`src/rtl/disp_hex_mux_n.sv`:
```
// disp_hex_mux_n
//   N-digit time-multiplexed hex display driver for common-anode 7-segment
//   banks. A packed hex word is captured into pending registers on a load
//   strobe. It is then moved into the displayed shadow copy only at a frame
//   boundary, so a digit never changes partway through a refresh frame.
//   Optional leading-zero blanking and PWM brightness are applied to the
//   shadow copy while it is on display.
//
// Parameters
//   N_DIG       number of digits (2..8)
//   DWELL_BITS  each digit is on for 2**DWELL_BITS clk cycles
//   BRIGHT_BITS brightness resolution (BRIGHT_BITS <= DWELL_BITS)
//
// Ports
//   clk        system clock
//   reset_n    asynchronous reset, active-low
//   load       1-cycle strobe: capture hex_in/dp_in into pending
//   hex_in     digit i = hex_in[4i+3:4i]; digit 0 is the rightmost
//   dp_in      1 = decimal point of digit i lit
//   lz_en      1 = blank leading zero digits (sampled live)
//   bright     duty level, 0 = dark (sampled live)
//   an         anode enables, active-low, registered
//   sseg       {dp,g,f,e,d,c,b,a}, active-low, registered
//   pend       1 = pending value not yet displayed
//   frame_tick 1-cycle pulse at each frame start
module disp_hex_mux_n #(
  parameter int N_DIG       = 4,
  parameter int DWELL_BITS  = 16,
  parameter int BRIGHT_BITS = 4
) (
  input  logic                   clk,
  input  logic                   reset_n,
  input  logic                   load,
  input  logic [4*N_DIG-1:0]     hex_in,
  input  logic [N_DIG-1:0]       dp_in,
  input  logic                   lz_en,
  input  logic [BRIGHT_BITS-1:0] bright,
  output logic [N_DIG-1:0]       an,
  output logic [7:0]             sseg,
  output logic                   pend,
  output logic                   frame_tick
);

  localparam int IW = (N_DIG > 1) ? $clog2(N_DIG) : 1;
  typedef logic [IW-1:0] idx_t;
  localparam idx_t LAST_IDX = idx_t'(N_DIG - 1);

  logic [DWELL_BITS-1:0] cnt;
  idx_t                  idx;
  logic                  dwell_end;
  logic                  wrap;

  logic [4*N_DIG-1:0]    pend_hex;
  logic [N_DIG-1:0]      pend_dp;
  logic [4*N_DIG-1:0]    shadow_hex;
  logic [N_DIG-1:0]      shadow_dp;

  logic [3:0]            cur_hex;
  logic                  cur_dp;
  logic                  cur_blank;
  logic [N_DIG-1:0]      cur_sel;
  logic                  zero_run;
  logic [BRIGHT_BITS-1:0] duty_slice;
  logic                  lit;
  logic [N_DIG-1:0]      an_next;
  logic [7:0]            sseg_next;

  // Active-low segment pattern {g,f,e,d,c,b,a} for one hex digit.
  function automatic logic [6:0] hex_glyph(input logic [3:0] h);
    logic [6:0] g;
    case (h)
      4'h0:    g = 7'b1000000;
      4'h1:    g = 7'b1111001;
      4'h2:    g = 7'b0100100;
      4'h3:    g = 7'b0110000;
      4'h4:    g = 7'b0011001;
      4'h5:    g = 7'b0010010;
      4'h6:    g = 7'b0000010;
      4'h7:    g = 7'b1111000;
      4'h8:    g = 7'b0000000;
      4'h9:    g = 7'b0010000;
      4'hA:    g = 7'b0001000;
      4'hB:    g = 7'b0000011;
      4'hC:    g = 7'b1000110;
      4'hD:    g = 7'b0100001;
      4'hE:    g = 7'b0000110;
      default: g = 7'b0001110;
    endcase
    return g;
  endfunction

  assign dwell_end = &cnt;
  assign wrap      = dwell_end && (idx == LAST_IDX);

  // Dwell counter and digit index.
  always_ff @(posedge clk or negedge reset_n) begin
    if (!reset_n) begin
      cnt        <= '0;
      idx        <= '0;
      frame_tick <= 1'b0;
    end else begin
      cnt        <= cnt + 1'b1;
      frame_tick <= wrap;
      if (dwell_end) begin
        if (idx == LAST_IDX) idx <= '0;
        else                 idx <= idx + 1'b1;
      end
    end
  end

  // Pending/shadow double buffer. When a load meets a wrap, the old pending
  // value is applied and the new one is kept pending for the next wrap.
  always_ff @(posedge clk or negedge reset_n) begin
    if (!reset_n) begin
      pend_hex   <= '0;
      pend_dp    <= '0;
      shadow_hex <= '0;
      shadow_dp  <= '0;
      pend       <= 1'b0;
    end else begin
      if (load) begin
        pend_hex <= hex_in;
        pend_dp  <= dp_in;
      end
      if (wrap && pend) begin
        shadow_hex <= pend_hex;
        shadow_dp  <= pend_dp;
      end
      if (load)      pend <= 1'b1;
      else if (wrap) pend <= 1'b0;
    end
  end

  // Select the active digit and work out leading-zero blanking. The loop walks
  // from the most significant digit down, so zero_run is still set at digit i
  // only if every digit from N_DIG-1 down to i is zero.
  always_comb begin
    cur_hex   = '0;
    cur_dp    = 1'b0;
    cur_blank = 1'b0;
    cur_sel   = '0;
    zero_run  = 1'b1;
    for (int unsigned k = 0; k < N_DIG; k++) begin
      int unsigned i;
      i = N_DIG - 1 - k;
      zero_run = zero_run && (shadow_hex[4*i +: 4] == 4'h0);
      if (idx == idx_t'(i)) begin
        cur_hex    = shadow_hex[4*i +: 4];
        cur_dp     = shadow_dp[i];
        cur_blank  = zero_run && (i != 0);
        cur_sel[i] = 1'b1;
      end
    end
  end

  // PWM: the digit is driven only for the first bright/2**BRIGHT_BITS of its dwell.
  assign duty_slice = cnt[DWELL_BITS-1 -: BRIGHT_BITS];
  assign lit        = duty_slice < bright;

  always_comb begin
    an_next   = lit ? ~cur_sel : '1;
    sseg_next = {~cur_dp, (lz_en && cur_blank) ? 7'h7F : hex_glyph(cur_hex)};
  end

  // an and sseg are updated on the same edge so that segments never leak
  // onto the neighbouring digit.
  always_ff @(posedge clk or negedge reset_n) begin
    if (!reset_n) begin
      an   <= '1;
      sseg <= 8'hFF;
    end else begin
      an   <= an_next;
      sseg <= sseg_next;
    end
  end

endmodule
```
`config.mk`:
```
export PLATFORM = sky130hd
export DESIGN_NAME = disp_hex_mux_n
export DESIGN_NICKNAME = d
export VERILOG_FILES = /design/src/rtl/disp_hex_mux_n.sv
export SDC_FILE = /design/constraint.sdc
export NUM_CORES = 1
export LEC_CHECK = 0
export ABC_AREA = 1
export CAP_MARGIN = 20
export CORE_ASPECT_RATIO = 0.5
export CORE_MARGIN = 3
export CORE_UTILIZATION = 50
export CTS_CLUSTER_DIAMETER = 150
export DETAILED_ROUTE_END_ITERATION = 10
export GPL_TIMING_DRIVEN = 0
export HOLD_SLACK_MARGIN = 0.12
export PLACE_DENSITY = 0.73
export SETUP_SLACK_MARGIN = 0.15
export SLEW_MARGIN = 20
export SYNTH_ARGS = -nofsm -noshare
export SYNTH_HDL_FRONTEND = slang
export SYNTH_SLANG_ARGS = --single-unit
```
`constraint.sdc`:
```
create_clock -name clk -period 2.4 [get_ports clk]
set_input_delay 0.48 -clock clk [delete_from_list [all_inputs] [get_ports clk]]
set_output_delay 0.48 -clock clk [all_outputs]
set_load 0.01 [all_outputs]
```
# --- Yosys cells after proc, flatten, opt, wreduce, memory -nomap -nowiden ---
# Memory sizes are Yosys's and may differ from the RTL's.
# Cells that the tools add are included.
word_totals:
  ff_bits: 72
  latchBits: 0
  ramBits: 0
  romBits: 112
  out_inout_bits: 14
  elab_cells: 51
  mem_count: 1
classes:
  n_addsub: 2
  multipliers: 0
  n_div: 0
  n_lt_le_gt_ge: 1
  eq_ne: 3
  shift: 0
  mux: 21
  bitwise_logic: 2
  n_reduce_logical: 11
mem_list:
  columns: ["memory", "words", "word_bits", "read_ports", "rd_ports_with_merged_regs", "write_ports", "line_no", "source"]
  rows:
  - ["(no name shown)", 16, 7, 1, 0, 0, "71", "case (h)"]
op_table:
  columns: ["cell", "n"]
  rows:
  - ["$mux W4", 5]
  - ["$add A16 B1 Y16 const B", 1]
  - ["$reduce_and A16 Y1", 1]
  - ["$mux W1", 14]
  - ["$logic_not A4 Y1", 3]
  - ["$mux W7", 1]
  - ["$logic_and A1 B1 Y1", 5]
  - ["$eq A2 B2 Y1 const B", 2]
  - ["$lt A4 B4 Y1", 1]
  - ["$not A4 Y4", 1]
  - ["$add A2 B1 Y2 const B", 1]
  - ["$eq A2 B1 Y1 const B", 1]
  - ["$logic_not A2 Y1", 1]
  - ["$mux W2", 1]
  - ["$reduce_bool A2 Y1", 1]
  - ["$not A1 Y1", 1]

# --- Logic depth before layout (Yosys ltp) ---
logic_depth:
  ltp_word: 7
  depth_mapped: 13
  depth_no_buf: 13

# --- Worst setup path after synthesis ---
# No wires, ideal clock.
synth_path:
  path_kind: "register to register"
  startpoint: "register idx[0]"
  endpoint: "register sseg[3]"
  setup_time_ns: 0.084
  t_arrival_ns: 1.853
  required_time_ns: 2.316
  path_slack_ns: 0.463
  path_stages_with_launch: 13
  n_path_buf: 1
  synth_period_minus_slack_ns: 1.937
  cell_sequence: "dfrtp_1 inv_1 ha_1 buf_2 inv_1 or2_2 nand2_1 inv_1 ha_1 inv_1 nand3_1 nand3_1 nand3_1"
synth_between:
  elab_chain_cells: 7
  elab_cells_between_ends: 15
synth_rtl:
  columns: ["item", "line_no", "source"]
  rows:
  - ["from (decl)", "49", "idx_t idx;"]
  - ["from (signal assigned)", "106", "else idx <= idx + 1'b1;"]
  - ["$eq A2 B2 Y1", "147", "if (idx == idx_t'(i)) begin"]
  - ["$mux W4 / $mux W1 (equally long branches) (4 in series)", "147", null]
  - ["$mem_v2 Z16 W7 / $logic_and A1 B1 Y1 (equally long branches)", null, null]
  - ["$mux W7 *", "162", "sseg_next = {~cur_dp, (lz_en && cur_blank) ? 7'h7F : hex_glyph(cur_hex)};"]
  - ["net sseg_next[3]", "66", "logic [7:0] sseg_next;"]
  - ["to (signal assigned)", "173", "sseg <= sseg_next;"]
  - ["to (decl)", "39", "output logic [7:0] sseg,"]
# The timed path passes the listed nets; every way through them passes the cells marked *.
# A chain may end at the register's enable or synchronous reset.

# --- Worst setup path after layout ---
layout_path:
  startpoint: "register idx[1]"
  endpoint: "register sseg[3]"
# The elaborated chain is that of the path after synthesis.

==> impl_metrics.py <==
metrics = {
    "pwr": {
        "ir_worst_vdd_uv": 474,
        "leakagePower_nw": 2.16,
        "p_per_area_mw_per_mm2": 651,
    },
    "sta": {
        "finalHoldViolCount": 0,
        "rsz0062_at_grt": "false",
        "layout_min_cycle_time_ps": 2140,
        "relSlewSlack_pct": 69.6,
        "slew_viol_final": 0,
        "finalCritPeriodShare_pct": 89.0,
        "holdWs_ps": 452,
        "worst_pin_slew_ps": 456,
        "skew_ps": 8.00,
        "fmax_ghz": 0.468,
        "finalSetupViolCount": 0,
        "timing.final.ws_setup_ps": 263,
    },
    "status": {
        "run_status": "finished clean",
    },
    "cts": {
        "insertion_delay_ps": 330,
        "cts_tree": "built",
        "numCtsBuffers": 9,
        "clock-sinks": 72,
        "cts_buffer_depth": 2,
        "htreeDepth": 3,
        "root_buffer": "clkbuf_16",
        "post_cts.repair.setup_buffers": 0,
        "clkTransAtPathRegs_ps": 50,
    },
    "synth": {
        "synth_top_family_by_area": "simple AND/OR/NAND/NOR gates",
        "synth_seq_cells": 72,
        "syn_area_mm2": 0.00349,
        "yosysUniqueCellTypes": 28,
        "synth_compound_area_share_pct": 10.1,
        "synth_area_leaders": "dfrtp_1, nand2_1, dfstp_2",
        "yosysWarnings": 0,
        "syn_inst": 378,
        "synth_area_per_cell_um2": 9.23,
        "syn_nets": 420,
        "synth_top_area_cell": "dfrtp_1",
        "synth-simple-area-share_pct": 21.4,
        "synthAdderAreaFrac_pct": 5.02,
        "synth_top_area_share_pct": 43.1,
        "synth.area.mux_share_pct": 0,
        "synth-xor-area-share_pct": 3.27,
        "ys_seq_area_share_pct": 52.1,
    },
    "floorplanning": {
        "start_util_pct": 54.4,
        "die_h_um": 65.1,
        "num_rows": 20,
        "boundaryPins": 42,
        "die_w_um": 124,
        "die_area_mm2": 0.00807,
        "coreArea_mm2": 0.00641,
    },
    "detailed_routing": {
        "drcViolationCount": 0,
        "wl_per_cell_um": 13.7,
        "first_pass_iters": 5,
        "wirelength_um": 7190,
        "vias": 2677,
        "vias_per_cell": 5.10,
        "drt_iter0_drc": 223,
        "ant_nets": 0,
    },
    "critical_path": {
        "critical_path_peak_fanout": 9,
        "crit_path_max_incr_delay_ps": 400,
        "worstPathRequired_ps": 2640,
        "r2r_setup_slack_ps": 260,
        "cpMaxStageDelayCell": "dfrtp_1",
        "cp.arrival_ps": 2380,
        "endpoint_kind": "flip-flop",
        "worstPathCellList": "inv_1, ha_1, clkbuf_4, inv_1, or2_2, nand2_2, inv_1, ha_1, inv_1, nand3_1, nand3_1, nand3_1",
        "cp_common_cell": "inv_1",
        "crit_type": "flip-flop to flip-flop",
        "startpoint_type": "flip-flop",
    },
    "layout": {
        "layout_common_cells": "nand2_1, dfrtp_1, inv_1, clkdlybuf4s50_1, nand3_1",
        "areaGrowthSynthToFinish_pct": 25.6,
        "layout-drive-gt1-share_pct": 18.1,
        "layout_commonest_cell": "nand2_1",
        "antenna_cells": 0,
        "nets": 474,
    },
    "min_path": {
        "hold_path.class": "flip-flop to flip-flop",
    },
    "placement": {
        "dp_slack_ps": 214,
        "port_buffers": 41,
        "gp_congestion": 1.02,
        "hpwl_um": 5360,
    },
    "global_routing": {
        "antenna_found_initial": 0,
        "overflow": 0,
        "grt_max_degree": 46,
        "grt_pass1_wl_um": 12300,
        "grt_usage_pct": 20.4,
        "grt_pass1_vias": 2699,
    },
    "run": {
        "maxCapViolations": 0,
    },
}
## cell usage after synthesis
cell type / n
nand2_2: 5
nand4_4: 1
a21oi_1: 6
nand4_1: 2
dfrtp_1: 60
buf_6: 5
a21o_1: 1
o21ai_2: 20
inv_1: 50
nor2_1: 18
nor3_1: 1
buf_2: 1
nand3b_4: 1
nor2_4: 1
or2_2: 4
nand3_2: 2
nand2_1: 87
inv_2: 3
nor2_2: 2
o21ai_0: 28
nand3_4: 1
clkbuf_1: 4
buf_4: 1
xor2_1: 7
xnor2_1: 6
nand3_1: 35
dfstp_2: 12
ha_1: 14
## state kept, by name, summed over array words and instances, names as in the netlist, 2 cells and up
signal,count
an,4
cnt,16
idx,2
pend_dp,4
pend_hex,16
shadow_dp,4
shadow_hex,16
sseg,8
## critical path: cells and delay by family (launching register included)
family        cells  cell delay (ps)
simple gates      5              720
buf+inv           5              570
flops             1              400
fa+ha+maj         2              360
## where the power goes
group	total (mW)	internal, mW	leakage [nW]	switching (mW)
Combinational	0.138	0.0600	1.09	0.0779
Clock	1.46	0.995	0.163	0.464
Sequential	1.26	1.25	0.907	0.00842
Total	2.85	2.30	2.16	0.551
## metal layers
layer	part of all wire (%)	wire length (um)	GRT usage, %	vias to the layer above
met5	0	0	0	-
met4	2.7	191	7.37	0
met3	6.3	451	7.50	24
met2	48	3450	33.1	94
met1	43	3100	25.0	1254
li1	-	-	-	1305
## what timing repair did
item / in CTS / in global routing
hold buffers: 1 / 0
endpoints found under the setup margin: 0 / 7
hold endpoints to repair: 22 / 0
gates resized for setup: 0 / 5
## layout make-up
cell class	count	area [um2]
flip-flops and latches	72	1820
fillers	500	2030
repair buffers	43	438
plain buffers	11	86.3
clock inverters	2	60.1
multi-input cells	242	1400
well taps	88	110
clock buffers	14	274
inverters	53	199
## path summary, 6_finish.rpt
| path | startpoint | end | cells after the start |
|---|---|---|---|
| setup / recovery | idx[1]$_DFFE_PN0P_ | sseg[3]$_DFF_PN1_ | 12 |
| hold / removal | cnt[0]$_DFF_PN0_ | cnt[0]$_DFF_PN0_ | 1 |
| setup reg to reg | idx[1]$_DFFE_PN0P_ | sseg[3]$_DFF_PN1_ | 12 |
| hold reg to reg | cnt[0]$_DFF_PN0_ | cnt[0]$_DFF_PN0_ | 1 |
| max in group asynchronous | reset_n | an[2]$_DFF_PN1_ | 3 |
| min in group asynchronous | reset_n | shadow_hex[3]$_DFFE_PN0P_ | 2 |
## through the flow
stage / total power [mW] / cell area, um2 / instances / util (%) / TNS, ps
2_1_floorplan: 1.32 / 3490 / 378 / - / 0
3_3_place_gp: 1.40 / 4010 / 507 / 62.6 / -90630
3_5_place_dp: 1.41 / 4030 / 508 / 62.8 / 0
4_1_cts: 2.89 / 4370 / 525 / 68.2 / 0
5_1_grt: 2.97 / 4380 / 525 / 68.4 / 0
6_report: 2.85 / 4380 / 525 / 68.4 / 0
## kinds of logic after synthesis
family,after synthesis
AO/OA/AOI/OAI,55
XOR/XNOR,13
adder cells (fa/ha/maj),14
buffers and inverters,64
flip-flops,72
AND/OR/NAND/NOR,160
Power figures use the tool's default switching activity.
